**src/rtl/quad_bus_arbiter_pkg.sv**
```systemverilog
// Shared encodings for the two-requester bus arbiter: FSM state codes and
// the side identifiers used by the round-robin "last owner" register.
package quad_bus_arbiter_pkg;

    localparam logic [1:0] IDLE    = 2'b00;
    localparam logic [1:0] GRANT_A = 2'b01;
    localparam logic [1:0] GRANT_B = 2'b10;

    localparam logic SIDE_A = 1'b1;
    localparam logic SIDE_B = 1'b0;

    // On a simultaneous request from idle, the side that did not own the bus last wins.
    function automatic logic [1:0] tie_winner(input logic last_side);
        return (last_side == SIDE_A) ? GRANT_B : GRANT_A;
    endfunction

endpackage

```
**src/rtl/quad_bus_arbiter_mux.sv**
```systemverilog
// Quad 2:1 multiplexer: passes a when s=1, b when s=0.
module quad_2X1_mux (
    input  logic [3:0] a,
    input  logic [3:0] b,
    input  logic       s,
    output logic [3:0] y
);

    assign y = s ? a : b;

endmodule

```
**src/rtl/quad_bus_arbiter.sv**
```systemverilog
// Round-robin arbiter sharing a 4-bit bus between sources A and B, with a
// bounded burst length whenever the other side is waiting.
module quad_bus_arbiter
    import quad_bus_arbiter_pkg::*;
#(
    parameter int MAX_HOLD = 4,
    parameter int CNT_W    = 4
) (
    input  logic       clock,
    input  logic       reset_b,
    input  logic       req_a,
    input  logic       req_b,
    input  logic [3:0] data_a,
    input  logic [3:0] data_b,
    output logic       gnt_a,
    output logic       gnt_b,
    output logic       s,
    output logic [3:0] y,
    output logic       valid
);

    localparam logic [CNT_W-1:0] HOLD_LAST = CNT_W'(MAX_HOLD - 1);

    logic [1:0]       state;
    logic [1:0]       state_nxt;
    logic [CNT_W-1:0] hold_cnt;
    logic             last;

    always_comb begin
        state_nxt = state;
        case (state)
            IDLE: begin
                if (req_a && req_b)
                    state_nxt = tie_winner(last);
                else if (req_a)
                    state_nxt = GRANT_A;
                else if (req_b)
                    state_nxt = GRANT_B;
            end
            GRANT_A: begin
                if (!req_a)
                    state_nxt = req_b ? GRANT_B : IDLE;
                else if (req_b && hold_cnt == HOLD_LAST)
                    state_nxt = GRANT_B;
            end
            GRANT_B: begin
                if (!req_b)
                    state_nxt = req_a ? GRANT_A : IDLE;
                else if (req_a && hold_cnt == HOLD_LAST)
                    state_nxt = GRANT_A;
            end
            default: state_nxt = IDLE;
        endcase
    end

    // The counter saturates so that contention arriving late still forces a switch next edge.
    always_ff @(posedge clock or negedge reset_b) begin
        if (!reset_b) begin
            state    <= IDLE;
            hold_cnt <= '0;
            last     <= SIDE_B;
        end else begin
            state <= state_nxt;
            if (state_nxt != state)
                hold_cnt <= '0;
            else if (state != IDLE && hold_cnt != HOLD_LAST)
                hold_cnt <= hold_cnt + 1'b1;
            if (state_nxt == GRANT_A && state != GRANT_A)
                last <= SIDE_A;
            else if (state_nxt == GRANT_B && state != GRANT_B)
                last <= SIDE_B;
        end
    end

    assign gnt_a = (state == GRANT_A);
    assign gnt_b = (state == GRANT_B);
    assign s     = gnt_a;
    assign valid = gnt_a | gnt_b;

    quad_2X1_mux u_mux (
        .a (data_a),
        .b (data_b),
        .s (s),
        .y (y)
    );

endmodule
```
**config.mk**
```make
export PLATFORM = sky130hd
export DESIGN_NAME = quad_bus_arbiter
export DESIGN_NICKNAME = d
export VERILOG_FILES = /design/src/rtl/quad_bus_arbiter_pkg.sv /design/src/rtl/quad_bus_arbiter_mux.sv /design/src/rtl/quad_bus_arbiter.sv
export SDC_FILE = /design/constraint.sdc
export NUM_CORES = 1
export LEC_CHECK = 0
export CAP_MARGIN = 20
export CORE_MARGIN = 2
export CORE_UTILIZATION = 33
export DETAILED_ROUTE_END_ITERATION = 8
export PLACE_DENSITY_LB_ADDON = 0.2
export RECOVER_POWER = 25
export SLEW_MARGIN = 30
export SYNTH_ARGS = -nofsm -noshare
export SYNTH_HDL_FRONTEND = slang
export SYNTH_SLANG_ARGS = --single-unit
```
**constraint.sdc**
```tcl
create_clock -name clock -period 2.9 [get_ports clock]
set_input_delay 0.58 -clock clock [delete_from_list [all_inputs] [get_ports clock]]
set_output_delay 0.58 -clock clock [all_outputs]
set_load 0.01 [all_outputs]
```
### Word level (Yosys, flattened, before mapping)

Index checks and enable logic that the tools add are counted.
W data, S select, Z words.

| operators by class | value |
|---|---|
| reductions and logical operators | 10 |
| bitwise gates (word level) | 1 |
| multiplexer cells | 16 |
| add/subtract/negate cells | 1 |
| equal/unequal tests | 9 |

Operator list:

| operator | number |
|---|---|
| $mux W2 | 9 |
| $mux W4 | 3 |
| $logic_and A1 B1 Y1 | 6 |
| $pmux W2 S3 | 1 |
| $reduce_bool A2 Y1 | 3 |
| $add A4 B1 Y4 const B | 1 |
| $eq A2 B1 Y1 const B | 2 |
| $eq A2 B2 Y1 const B | 2 |
| $eq A4 B2 Y1 const B | 1 |
| $ne A4 B2 Y1 const B | 1 |
| $mux W1 | 3 |
| $logic_not A2 Y1 | 1 |
| $ne A2 B1 Y1 const B | 1 |
| $ne A2 B2 Y1 | 1 |
| $ne A2 B2 Y1 const B | 1 |
| $or A1 B1 Y1 | 1 |

| storage, ports and cells | value |
|---|---|
| register bits after elaboration | 7 |
| output and inout bits | 8 |

### Logic depth before layout (Yosys ltp)

| logic depth | value |
|---|---|
| depth after elaboration | 9 |
| depth in mapped cells | 8 |

### Hierarchy

Synthesis repeated with hierarchy kept, for this count alone.

| unflattened totals | value |
|---|---|
| cells, all modules | 74 |
| area total of the unflattened synthesis | 649.4 µm² |

Modules (own cells, without submodules):

| module | area an instance (µm²) | instances | cells an instance |
|---|---|---|---|
| quad_bus_arbiter | 604.3 | 1 | 70 |
| quad_2X1_mux | 45.0 | 1 | 4 |

### Least setup slack after synthesis

No wires, ideal clock.

| path | value |
|---|---|
| path kind | register to register |
| start point | register state[1] |
| end point | register last |
| data required time | 2.779 ns |
| stages on the path, launching flop included | 8 |
| data arrival time | 1.968 ns |
| clock period less this slack | 2.089 ns |
| buffers on the path | 1 |
| setup time | 0.121 ns |
| setup slack | 0.811 ns |
| path through | dfrtp_1 -> inv_1 -> ha_1 -> clkbuf_1 -> nor2b_1 -> a221oi_2 -> or4b_1 -> a22o_1 |

| on the way | value |
|---|---|
| elaborated cells on any way between the ends | 19 |
| classes of those cells | eq/ne: 6; mux: 9; reduce/logical: 4 |

RTL lines:

| item | line | source |
|---|---|---|
| from (decl) | quad_bus_arbiter.sv:24 | `logic [1:0] state;` |
| from (signal assigned) | quad_bus_arbiter.sv:63 | `state <= state_nxt;` |
| $eq A2 B1 Y1 (*) | - |  |
| via gnt_a | quad_bus_arbiter.sv:15 | `output logic gnt_a,` |
| $pmux W2 S3 (*) | quad_bus_arbiter.sv:31 | `case (state)` |
| $eq A2 B1 Y1 / $eq A2 B2 Y1 (equally long branches) | quad_bus_arbiter.sv:68, quad_bus_arbiter.sv:70 |  |
| $logic_and A1 B1 Y1, on equally long branches | quad_bus_arbiter.sv:68, quad_bus_arbiter.sv:70 |  |
| $mux W1 / $reduce_bool A2 Y1 (equally long branches) | - |  |
| to (signal assigned) | quad_bus_arbiter.sv:61 | `last <= SIDE_B;` |
| to (signal assigned) | quad_bus_arbiter.sv:69 | `last <= SIDE_A;` |
| to (signal assigned) | quad_bus_arbiter.sv:71 | `last <= SIDE_B;` |
| to (decl) | quad_bus_arbiter.sv:27 | `logic last;` |

Mark *: on every way through the listed nets, which the timed path passes. The rest lies on a longest branch.
A chain may end at the register's enable or synchronous reset.

### Final worst setup path

| path | value |
|---|---|
| start point | register state[1] |
| end point | output y[1] |

| on the way | value |
|---|---|
| word-level cells in the longest chain between the ends | 2 |

RTL lines:

| item | line | source |
|---|---|---|
| $eq A2 B1 Y1 | quad_bus_arbiter.sv:75 | `assign gnt_a = (state == GRANT_A);` |
| $mux W4 | quad_bus_arbiter_mux.sv:9 | `assign y = s ? a : b;` |
| to (decl) | quad_bus_arbiter.sv:18 | `output logic [3:0] y,` |

No other way between the ends.

==> impl_metrics.py <==
metrics = {
    "cts": {
        "post_cts_resized": 0,
        "clock_latency_ps": 240,
        "htree_levels": 1,
        "cts.sink_count": 7,
        "cts_root_buf": "clkbuf_4",
        "cts_buffer_depth": 2,
        "holdBufCountCts": 0,
        "cts_tree": "built",
        "cts_buffers": 3,
        "post_cts.repair.setup_buffers": 0,
        "clk_pin_slew_worst_paths_ps": 50,
    },
    "die": {
        "ioPinCount": 20,
        "die_w_um": 48.5,
        "rows": 16,
        "core-area_mm2": 0.00192,
        "dieArea_mm2": 0.00235,
        "die_h_um": 48.5,
        "floorplan.initialDensity": 0.340,
    },
    "global_route": {
        "grt_max_degree": 14,
        "grt_pass1_vias": 651,
        "grt_pass1_wl_mm": 2.79,
        "grtUsageTotal": 0.151,
        "antenna_found_initial": 0,
        "grt-ovfl-total": 0,
    },
    "power": {
        "seqPwrFrac": 0.201,
        "p_int_mw": 0.464,
        "ir_drop_mv": 0.342,
        "p_leak_nw": 0.371,
        "switching_share": 0.424,
        "p_comb_frac": 0.692,
        "power_switching_mw": 0.342,
        "power_frac_clock": 0.107,
        "powerDensity_mw_per_mm2": 891,
    },
    "drt": {
        "ant_nets": 0,
        "route.vias.total": 642,
        "via_per_inst": 5.18,
        "drt_iter0_drc": 3,
        "wl_per_cell_um": 12.9,
        "drt_drc_violations_left": 0,
        "first_pass_iters": 3,
        "routed_wl_mm": 1.60,
    },
    "timing": {
        "setup_viol": 0,
        "finalHoldViolations": 0,
        "finalClockSkew_ps": 1.17,
        "min_period_over_period": 0.904,
        "tns_ps": 0,
        "fmax_ghz": 0.381,
        "worst_pin_slew_ps": 584,
        "relSlewSlack": 0.607,
        "slew_violations": 0,
        "min_period_ps": 2620,
        "rsz0062_at_grt": "false",
    },
    "placement": {
        "dp_hpwl_mm": 1.30,
        "gp_congestion": 0.889,
        "placed_cell_area_um2": 878,
        "portBuffers": 19,
    },
    "setup_path": {
        "cp_data_required_time_ps": 2320,
        "critical_path_class": "flop to output port",
        "rr_endpoint": "hold_cnt[1]",
        "start_kind": "flop",
        "r2r-start": "state[0]",
        "crit_end": "y[1]",
        "cp_data_arrival_time_ps": 2040,
        "r2r_slack_ps": 710,
        "worst-path-max-fanout": 10,
        "cp-end-kind": "output port",
        "reg2regPathDepth": 7,
        "crit_start": "state[1]",
    },
    "final_layout": {
        "fill_cells": 216,
        "final_nets": 115,
        "syn_to_final_growth_pct": 38.5,
        "fin_area_um2": 905,
        "drive_gt1_frac": 0.144,
        "num_antenna_cells": 0,
    },
    "yosys": {
        "synth-seq-cells": 7,
        "synth_area_um2": 653,
        "avgSynthCellArea_um2": 8.71,
        "async_flop_share": 1.00,
        "synth_cells": 75,
        "yosysUniqueCellTypes": 36,
        "synth.net_count": 92,
        "yosys_warnings": 0,
        "ys_seq_area_frac": 0.268,
        "ys.flop_type": "dfrtp_1",
        "synth_edf_count": 0,
    },
    "job": {
        "maxCapViolCount": 0,
    },
    "min_path": {
        "whs_path_depth": 2,
        "min_path_type": "flop to flop",
    },
    "status": {
        "status": "finished, final reports clean",
    },
}
==> power groups by stage <==
stage / sequential, mW / combinational (mW) / clock (mW)
final: 0.162 / 0.558 / 0.0859
after global routing: 0.166 / 0.617 / 0.0982
after CTS: 0.162 / 0.561 / 0.0898
after detailed placement: 0.163 / 0.559 / 0
after floorplan: 0.168 / 0.346 / 0
after global placement: 0.162 / 0.556 / 0
==> worst min path at each step <==
stage	from	to	slack [ps]
global placement	last	last	570
finish	hold_cnt[0]	hold_cnt[0]	590
CTS	last	last	580
detailed placement	last	last	570
global route	last	last	610
floorplan	reset_b	hold_cnt[0]	280
==> state kept, by name, summed over array words and instances, names as in the netlist <==
name,count
hold_cnt,4
state,2
last,1
==> layer usage <==
metal / global-route usage / share of wire / up-vias
li1: - / - / 321
met4: 0.0714 / 0 / 0
met5: 0 / 0 / -
met3: 0.0278 / 0.031 / 0
met1: 0.184 / 0.45 / 307
met2: 0.257 / 0.52 / 14
==> cell usage in the layout (no fill, tap or decap), drive strengths merged <==
cell type / instances
nand3b: 1
xor2: 1
a22o: 1
a21boi: 1
nor2b: 3
ha: 5
dlygate4sd3: 1
nor3: 5
a211o: 1
o211ai: 1
clkdlybuf4s50: 18
buf: 3
xnor2: 1
nor3b: 2
a21oi: 5
and4bb: 1
o21bai: 1
nor2: 3
o311ai: 1
a221oi: 1
mux2: 4
a31oi: 1
o31ai: 1
o21ai: 5
nand3: 3
a211oi: 1
dfrtp: 7
nand2b: 2
nand2: 7
or3b: 1
nand4b: 1
mux2i: 1
inv: 2
or4b: 1
clkbuf: 4
==> synth_stat cells, types with 2 or more instances <==
cell type / number / area share
nand3_1: 2 / 0.015
nor3b_1: 2 / 0.023
nand2b_1: 2 / 0.019
mux2_2: 4 / 0.069
dfrtp_1: 7 / 0.27
inv_1: 2 / 0.011
o21ai_0: 4 / 0.031
a21oi_1: 5 / 0.038
ha_1: 5 / 0.096
nor3_1: 5 / 0.038
nor2b_1: 3 / 0.029
nor2_1: 3 / 0.017
nand2_1: 7 / 0.040
buf_2: 2 / 0.015
==> worst max-delay path, cell delays in order, from the launching register on <==
cell,delay [ps]
dfrtp_1,380
inv_1,140
ha_1,410
mux2_2,380
clkdlybuf4s50_1,480
==> cells by family after synthesis <==
family | after synthesis | synth area share
muxes | 5 | 0.0843
AOI/OAI and AO/OA | 20 | 0.207
buffers and inverters | 6 | 0.0441
and+or+nand+nor | 30 | 0.274
xor gates and xnor gates | 2 | 0.0268
DFF | 7 | 0.268
adders and majority gates | 5 | 0.0958
==> through the flow <==
| step | std cells | total power, mW | setup WS, ps | hold WS, ps | util |
|---|---|---|---|---|---|
| 3_3_place_gp | 120 | 0.718 | 344 | 573 | 0.457 |
| 3_5_place_dp | 120 | 0.722 | 348 | 569 | 0.457 |
| 4_1_cts | 124 | 0.812 | 248 | 581 | 0.471 |
| 5_1_grt | 124 | 0.881 | 151 | 614 | 0.471 |
| 2_1_floorplan | 75 | 0.514 | 811 | 284 | - |
| 6_report | 124 | 0.806 | 277 | 587 | 0.471 |
==> layout make-up <==
cell class | count | area, um^2 | area share
inverters | 2 | 7.51 | 0.00830
flip-flops and latches | 7 | 175 | 0.194
multi-input cells | 62 | 449 | 0.497
repair buffers | 22 | 213 | 0.235
clock buffers | 4 | 26.3 | 0.0290
well taps | 27 | 33.8 | 0.0373
(Power assumes the default switching activity.)
